**src/rtl/mdu_ctrl.sv**
```systemverilog
// Iterative MIPS multiply/divide unit with HI/LO: shift-add multiply, restoring divide, one bit per cycle.
// Latency WIDTH+1 cycles in the background; any MDU instruction arriving while busy is stalled (held) until idle.
module mdu_ctrl #(
    parameter int WIDTH = 32
) (
    input  logic             clk,
    input  logic             rst_n,
    input  logic             start,
    input  logic [5:0]       func,
    input  logic [WIDTH-1:0] src_a,
    input  logic [WIDTH-1:0] src_b,
    input  logic             flush,
    output logic             stall,
    output logic             busy,
    output logic             done,
    output logic [WIDTH-1:0] hilo_out
);

    localparam logic [5:0] F_MULT  = 6'b011000;
    localparam logic [5:0] F_MULTU = 6'b011001;
    localparam logic [5:0] F_DIV   = 6'b011010;
    localparam logic [5:0] F_DIVU  = 6'b011011;
    localparam logic [5:0] F_MFHI  = 6'b010000;
    localparam logic [5:0] F_MTHI  = 6'b010001;
    localparam logic [5:0] F_MFLO  = 6'b010010;
    localparam logic [5:0] F_MTLO  = 6'b010011;

    localparam int             CW       = $clog2(WIDTH);
    localparam logic [CW-1:0]  CNT_LAST = CW'(WIDTH - 1);

    typedef enum logic [1:0] {IDLE, RUN, FIX} state_t;

    state_t               state, state_nxt;
    logic [CW-1:0]        cnt;
    logic [2*WIDTH-1:0]   acc;
    logic [WIDTH-1:0]     opb;
    logic [WIDTH-1:0]     hi, lo;
    logic                 op_div, neg_res, neg_rem, div_zero;

    logic                 is_arith, is_mdu, is_div_op, is_signed_op, accept;
    logic [WIDTH-1:0]     mag_a, mag_b;

    assign is_arith     = (func == F_MULT) || (func == F_MULTU) || (func == F_DIV) || (func == F_DIVU);
    assign is_mdu       = is_arith || (func == F_MFHI) || (func == F_MTHI) ||
                          (func == F_MFLO) || (func == F_MTLO);
    assign is_div_op    = (func == F_DIV) || (func == F_DIVU);
    assign is_signed_op = (func == F_MULT) || (func == F_DIV);

    assign busy   = (state != IDLE);
    assign stall  = start && is_mdu && busy && !flush;
    assign accept = start && is_mdu && !flush && !stall;
    assign done   = (state == FIX) && !flush;

    assign mag_a = (is_signed_op && src_a[WIDTH-1]) ? -src_a : src_a;
    assign mag_b = (is_signed_op && src_b[WIDTH-1]) ? -src_b : src_b;

    always_comb begin
        hilo_out = '0;
        if (func == F_MFHI)
            hilo_out = hi;
        else if (func == F_MFLO)
            hilo_out = lo;
    end

    // Multiply step: acc = {partial product, remaining multiplier bits}.
    logic [WIDTH:0]       mul_sum;
    logic [2*WIDTH-1:0]   mul_nxt;
    // Divide step: acc = {partial remainder, dividend bits shifting into quotient}.
    logic [WIDTH:0]       div_sh;
    logic [WIDTH-1:0]     div_diff;
    logic                 div_ge;
    logic [2*WIDTH-1:0]   div_nxt;

    always_comb begin
        mul_sum  = {1'b0, acc[2*WIDTH-1:WIDTH]} + (acc[0] ? {1'b0, opb} : '0);
        mul_nxt  = {mul_sum, acc[WIDTH-1:1]};
        div_sh   = acc[2*WIDTH-1:WIDTH-1];
        div_ge   = (div_sh >= {1'b0, opb});
        div_diff = div_sh[WIDTH-1:0] - opb;
        div_nxt  = {(div_ge ? div_diff : div_sh[WIDTH-1:0]), acc[WIDTH-2:0], div_ge};
    end

    logic [2*WIDTH-1:0]   prod;
    logic [WIDTH-1:0]     quo, rem, res_hi, res_lo;

    always_comb begin
        prod   = neg_res ? -acc : acc;
        quo    = acc[WIDTH-1:0];
        rem    = acc[2*WIDTH-1:WIDTH];
        res_hi = prod[2*WIDTH-1:WIDTH];
        res_lo = prod[WIDTH-1:0];
        if (op_div) begin
            // With a zero divisor the remainder path reproduces the dividend, so only LO needs forcing.
            res_hi = neg_rem ? -rem : rem;
            res_lo = div_zero ? '1 : (neg_res ? -quo : quo);
        end
    end

    always_comb begin
        state_nxt = state;
        case (state)
            IDLE: if (accept && is_arith) state_nxt = RUN;
            RUN: begin
                if (flush)
                    state_nxt = IDLE;
                else if (cnt == CNT_LAST)
                    state_nxt = FIX;
            end
            FIX:     state_nxt = IDLE;
            default: state_nxt = IDLE;
        endcase
    end

    always_ff @(posedge clk or negedge rst_n) begin
        if (!rst_n)
            state <= IDLE;
        else
            state <= state_nxt;
    end

    always_ff @(posedge clk or negedge rst_n) begin
        if (!rst_n) begin
            hi       <= '0;
            lo       <= '0;
            acc      <= '0;
            opb      <= '0;
            cnt      <= '0;
            op_div   <= 1'b0;
            neg_res  <= 1'b0;
            neg_rem  <= 1'b0;
            div_zero <= 1'b0;
        end else if (accept) begin
            if (func == F_MTHI)
                hi <= src_a;
            if (func == F_MTLO)
                lo <= src_a;
            if (is_arith) begin
                op_div   <= is_div_op;
                neg_res  <= is_signed_op && (src_a[WIDTH-1] ^ src_b[WIDTH-1]);
                neg_rem  <= is_signed_op && src_a[WIDTH-1];
                div_zero <= is_div_op && (src_b == '0);
                acc      <= {{WIDTH{1'b0}}, (is_div_op ? mag_a : mag_b)};
                opb      <= is_div_op ? mag_b : mag_a;
                cnt      <= '0;
            end
        end else if (state == RUN && !flush) begin
            acc <= op_div ? div_nxt : mul_nxt;
            cnt <= cnt + 1'b1;
        end else if (state == FIX && !flush) begin
            hi <= res_hi;
            lo <= res_lo;
        end
    end

endmodule

```
**config.mk**
```make
export PLATFORM = sky130hd
export DESIGN_NAME = mdu_ctrl
export DESIGN_NICKNAME = d
export VERILOG_FILES = /design/src/rtl/mdu_ctrl.sv
export SDC_FILE = /design/constraint.sdc
export NUM_CORES = 1
export LEC_CHECK = 0
export BUFFER_PORTS_ARGS = -buffer_cell sky130_fd_sc_hd__clkbuf_2
export CORE_MARGIN = 2
export CORE_UTILIZATION = 40
export CTS_BUF_LIST = sky130_fd_sc_hd__clkbuf_8
export DETAILED_ROUTE_END_ITERATION = 12
export PLACE_DENSITY_LB_ADDON = 0.12
export SYNTH_ARGS = -nofsm -noshare
export SYNTH_HDL_FRONTEND = slang
export SYNTH_SLANG_ARGS = --single-unit
```
**constraint.sdc**
```tcl
create_clock -name clk -period 6.55 [get_ports clk]
set_input_delay 1.31 -clock clk [delete_from_list [all_inputs] [get_ports clk]]
set_output_delay 1.31 -clock clk [all_outputs]
set_load 0.01 [all_outputs]
```
Yosys cells after proc, flatten, opt, wreduce, memory -nomap -nowiden
Cells that the tools add are included.
Widths: inputs -> output; s select.
{"block": "word_totals", "register_bits": 171, "in_bits": 74}
{"block": "op_classes", "addsub": 8, "n_lt_le_gt_ge": 1, "eq_ne": 17, "muxes": 33, "n_bitwise": 1, "n_reduce_logical": 33}
{"operator": "$mux 32", "count": 21}
{"operator": "$mux 64", "count": 5}
{"operator": "$neg 32->32", "count": 4}
{"operator": "$neg 64->64", "count": 1}
{"operator": "$eq 6x5->1 const B", "count": 8}
{"operator": "$add 32x32->33", "count": 1}
{"operator": "$ge 33x32->1", "count": 1}
{"operator": "$logic_not 32->1", "count": 1}
{"operator": "$sub 32x32->32", "count": 1}
{"operator": "$mux 5", "count": 3}
{"operator": "$logic_and 1x1->1", "count": 12}
{"operator": "$logic_or 1x1->1", "count": 9}
{"operator": "$mux 2", "count": 3}
{"operator": "$ne 2x2->1 const B", "count": 3}
{"operator": "$reduce_and 2->1", "count": 3}
{"operator": "$reduce_and 3->1", "count": 2}
{"operator": "$reduce_bool 2->1", "count": 3}
{"operator": "$add 5x1->5 const B", "count": 1}
{"operator": "$eq 5x5->1 const B", "count": 1}
{"operator": "$ne 2x1->1 const B", "count": 2}
{"operator": "$pmux 2 s2", "count": 1}
{"operator": "$ne 3x3->1 const B", "count": 1}
{"operator": "$eq 2x1->1 const B", "count": 1}
{"operator": "$eq 2x2->1 const B", "count": 1}
{"operator": "3 further kinds", "count": 4}

Longest topological paths before layout
{"block": "logic_depth", "ltp_word": 16, "depth_mapped": 14, "depth_no_buf": 13}

Worst setup path before layout
OpenSTA, ideal clock, no wires.
{"block": "synth_timing", "path_type": "in2reg", "from": "in src_a[10]", "to": "reg acc[21]", "arrival_time_ps": 3707, "path_slack_ps": 2720, "stages": 10, "cell_sequence": "clkbuf_1 -> or4_1 -> or4_1 -> or4_1 -> nor2_1 -> a21oi_1 -> xor2_1 -> nor2_1 -> a21oi_1 -> o221a_2"}
{"block": "synth_via", "elab_chain_cells": 5}
{"element": "start, declared", "line_no": "10", "text": "input logic [WIDTH-1:0] src_a,"}
{"element": "$neg 32->32", "line_no": "54", "text": "assign mag_a = (is_signed_op && src_a[WIDTH-1]) ? -src_a : src_a;"}
{"element": "$mux 32", "line_no": "54"}
{"element": "$mux 32", "line_no": "142", "text": "acc <= {{WIDTH{1'b0}}, (is_div_op ? mag_a : mag_b)};"}
{"element": "$mux 64", "line_no": "137", "text": "if (is_arith) begin"}
{"element": "$mux 64", "line_no": "132", "text": "end else if (accept) begin"}
{"element": "end signal, assigned", "line_no": "142"}
{"element": "end signal, assigned", "line_no": "147", "text": "acc <= op_div ? div_nxt : mul_nxt;"}
{"element": "end, declared", "line_no": "35", "text": "logic [2*WIDTH-1:0] acc;"}
No other way between the ends. The select of a mux whose other input is x is not followed.
A chain may end at the register's enable or synchronous reset.

Final worst setup path
{"block": "layout_timing", "from": "in func[5]", "to": "out hilo_out[21]"}
{"block": "layout_via", "elab_chain_cells": 3, "elab_cells_between_ends": 4, "classes_between": "eq/ne (2); mux (2)"}
{"element": "start, declared", "line_no": "9", "text": "input logic [5:0] func,"}
{"element": "$eq 6x5->1", "line_no": "61", "text": "else if (func == F_MFLO)"}
{"element": "$mux 32", "line_no": "61"}
{"element": "$mux 32 *", "line_no": "59", "text": "if (func == F_MFHI)"}
{"element": "end, declared", "line_no": "16", "text": "output logic [WIDTH-1:0] hilo_out"}
Mark *: on every way between the ends. The rest lies on a longest branch, timed or not.

==> results.toml <==
[run_status]
status = "completed"

[critical_path]
crit_chain = "clkbuf_2 > nor3b_1 > buf_4 > nor2b_1 > nand2b_1 > nor2_1 > clkbuf_2"
crit_family = "simple AND/OR/NAND/NOR gates"
worstPathRequired_ns = 5.24
cpMostUsedCell = "clkbuf_2"
cp_slowest_stage_delay_ns = 0.67
regToRegSetupSlack_ns = 2.33
crit_start = "func[5]"
critical_path_buf_inv_count = 3
crit_slowest_cell = "nand2b_1"
crit_cells = 7
timing.rr.start = "acc[41]"
cp-endpoint = "hilo_out[21]"
critPathMaxFanout = 32
path_class = "in2out"
critPathLaunchType = "input port"
regToRegEndpoint = "acc[56]"
end_kind = "output pin"
cp.arrival_ns = 3.20
reg2reg_depth = 11

[final_layout]
nets = 2164
drive_gt1_share_pct = 10.2
finish.utilization_pct = 44.3
final_cells = 2542
area_delta_synth_final_pct = 8.84

[sta]
worst_slew_pin_slew_ns = 1.28
slew_viol_final = 0
finalSetupViolCount = 0
hold_viol = 0
fmax_ghz = 0.222
worst_hold_slack_ns = 0.488
period_needed_ns = 4.51
rsz0062_at_grt = "false"
fin_crit_sh_pct = 68.9
finalSetupTns_ns = 0
skew_ns = 0.0214
slew_headroom_pct = 14.4

[synthesis]
synth_nets = 2128
netlist_top_cells_count = "nor2_1, nand2_1, o21ai_0"
synth.largest_area_cell = "dfrtp_1"
synth_ff_type = "dfrtp_1"
seq_area_frac_synth_pct = 27.9
synth_area_um2 = 15400
netlist_instances = 1982
synth.distinct_cells = 82
synth-async-reset-ratio_pct = 100
synth_seq_cells = 171
yosysTopAreaCellShare_pct = 27.9
yosys_warnings = 0
synth.most_common_cell = "nor2_1"
avgSynthCellArea_um2 = 7.75
synth-edff-count = 0
ys_top_cells_by_area = "dfrtp_1, o21ai_0, xnor2_1, nor2_1, ha_1"

[cts]
clk_path_buf_depth = 2
post_cts_buffers = 0
cts_resized = 0
cts_max_level = 4
cts.clk_slew.worst_paths_ns = 0.09
clk_latency_ns = 0.51
clkSinkCount = 171
postCtsHoldBufs = 0
numCtsBuffers = 17
cts-root-buf = "clkbuf_8"
cts_tree = "done"

[place]
dp_hpwl_mm = 45.0
placement.io_buffers = 108
place.gp.congestion = 0.921
dp.cells = 2510

[die]
start_util_pct = 40.7
die_w_um = 200
fp.coreArea_um2 = 37800
num_rows = 71
ios = 109
dieArea_um2 = 40000
die_y_um = 200

[detailed_routing]
route.detailed.drc = 0
wirelength_mm = 59.7
dr.pass1.iters = 6
wl_per_cell_um = 23.5
via_per_inst = 6.10
vias = 15500
drtAntennaViolNets = 0
drt_iter0_drc = 1851

[grt]
grt_max_degree = 102
first_global_vias = 14300
overflow = 0
grt_pass1_wl_mm = 89.8
grt_antenna_before_repair = 1
grt_usage_pct = 30.0

[worst_hold_path]
hold_depth = 2
hp-class = "reg2reg"

[pwr]
irDropWorstVdd_mv = 0.138
leakagePower_uw = 0.00753
p_per_area_nw_per_um2 = 315

[flow_run]
maxCapViolations = 0
[worst min-delay path, stage by stage (launching register included)]
cell,delay (ns)
dfrtp_1,0.35
nand2_1,0.04
o21ai_0,0.06
[layout make-up]
cell class              instances  area [um^2]
clock buffers                  19          262
multi-input cells            1633        10300
fillers                      3902        21000
inverters                      59          221
diodes                          1         2.50
repair buffers                136          769
flip-flops and latches        171         4280
clock inverters                12          196
well taps                     511          639
[placed cells by master, fill, tap and decap left out, drive strengths merged, types with 11 or more instances in the layout]
cell	count
nor2	239
nand2	204
o21ai	195
dfrtp	171
a21oi	153
clkbuf	126
xnor2	103
mux2i	87
ha	70
xor2	69
inv	63
nor3	45
nand3	37
o22ai	35
a21o	33
buf	29
a31oi	27
a211oi	26
a22oi	25
or3	22
or4	22
o31ai	19
nor4	16
and3	14
or2	12
o211ai	12
a221o	12
o41ai	12
nor2b	11
nand2b	11
nand4	11
and2	11
o21a	11
[registers in the layout, indices dropped and copies added (netlist names)]
register and flops:
hi 32, neg_res 1, op_div 1, div_zero 1, acc 64, neg_rem 1, state 2, cnt 5
opb 32, lo 32
[power breakdown]
group | switching [uW] | total, uW | internal, uW | leakage (uW)
Combinational | 1610 | 2710 | 1100 | 0.00502
Clock | 450 | 922 | 472 | 0.000241
Sequential | 400 | 1620 | 1220 | 0.00227
[worst min path at each step]
stage | from | to | slack, ns
floorplan | hi[24] | hi[24] | 0.44
global placement | hi[24] | hi[24] | 0.46
detailed placement | hi[24] | hi[24] | 0.47
CTS | hi[24] | hi[24] | 0.49
global route | lo[9] | lo[9] | 0.51
finish | lo[7] | lo[7] | 0.49
[stage by stage]
| stage | total power (uW) | setup WS, ns | cell area, um^2 |
|---|---|---|---|
| after CTS | 5200 | 2.04 | 16700 |
| after global placement | 4260 | 2.16 | 16200 |
| final | 5260 | 2.04 | 16700 |
| after floorplan | 3440 | 2.72 | 15400 |
| after detailed placement | 4270 | 2.05 | 16200 |
| after global routing | 5590 | 1.88 | 16700 |
[kinds of logic after synthesis]
kind of cell / Yosys count / synth area share, %
simple gates: 671 / 20.0
compound gates: 629 / 25.6
xor+xnor: 172 / 9.81
flops: 171 / 27.9
fa+ha+maj: 72 / 5.97
buf+inv: 178 / 4.99
mux: 89 / 5.82
[routing by layer]
layer / part of all wire (%) / up-vias / wire, um / track usage, %
met4: 3.2 / 0 / 1930 / 10.6
met1: 47 / 7482 / 28200 / 44.9
met2: 42 / 692 / 25100 / 43.5
met5: 0 / - / 0 / 0
met3: 7.6 / 67 / 4520 / 4.77
li1: - / 7267 / - / -
Note: power is estimated with default switching activity, not from simulation.
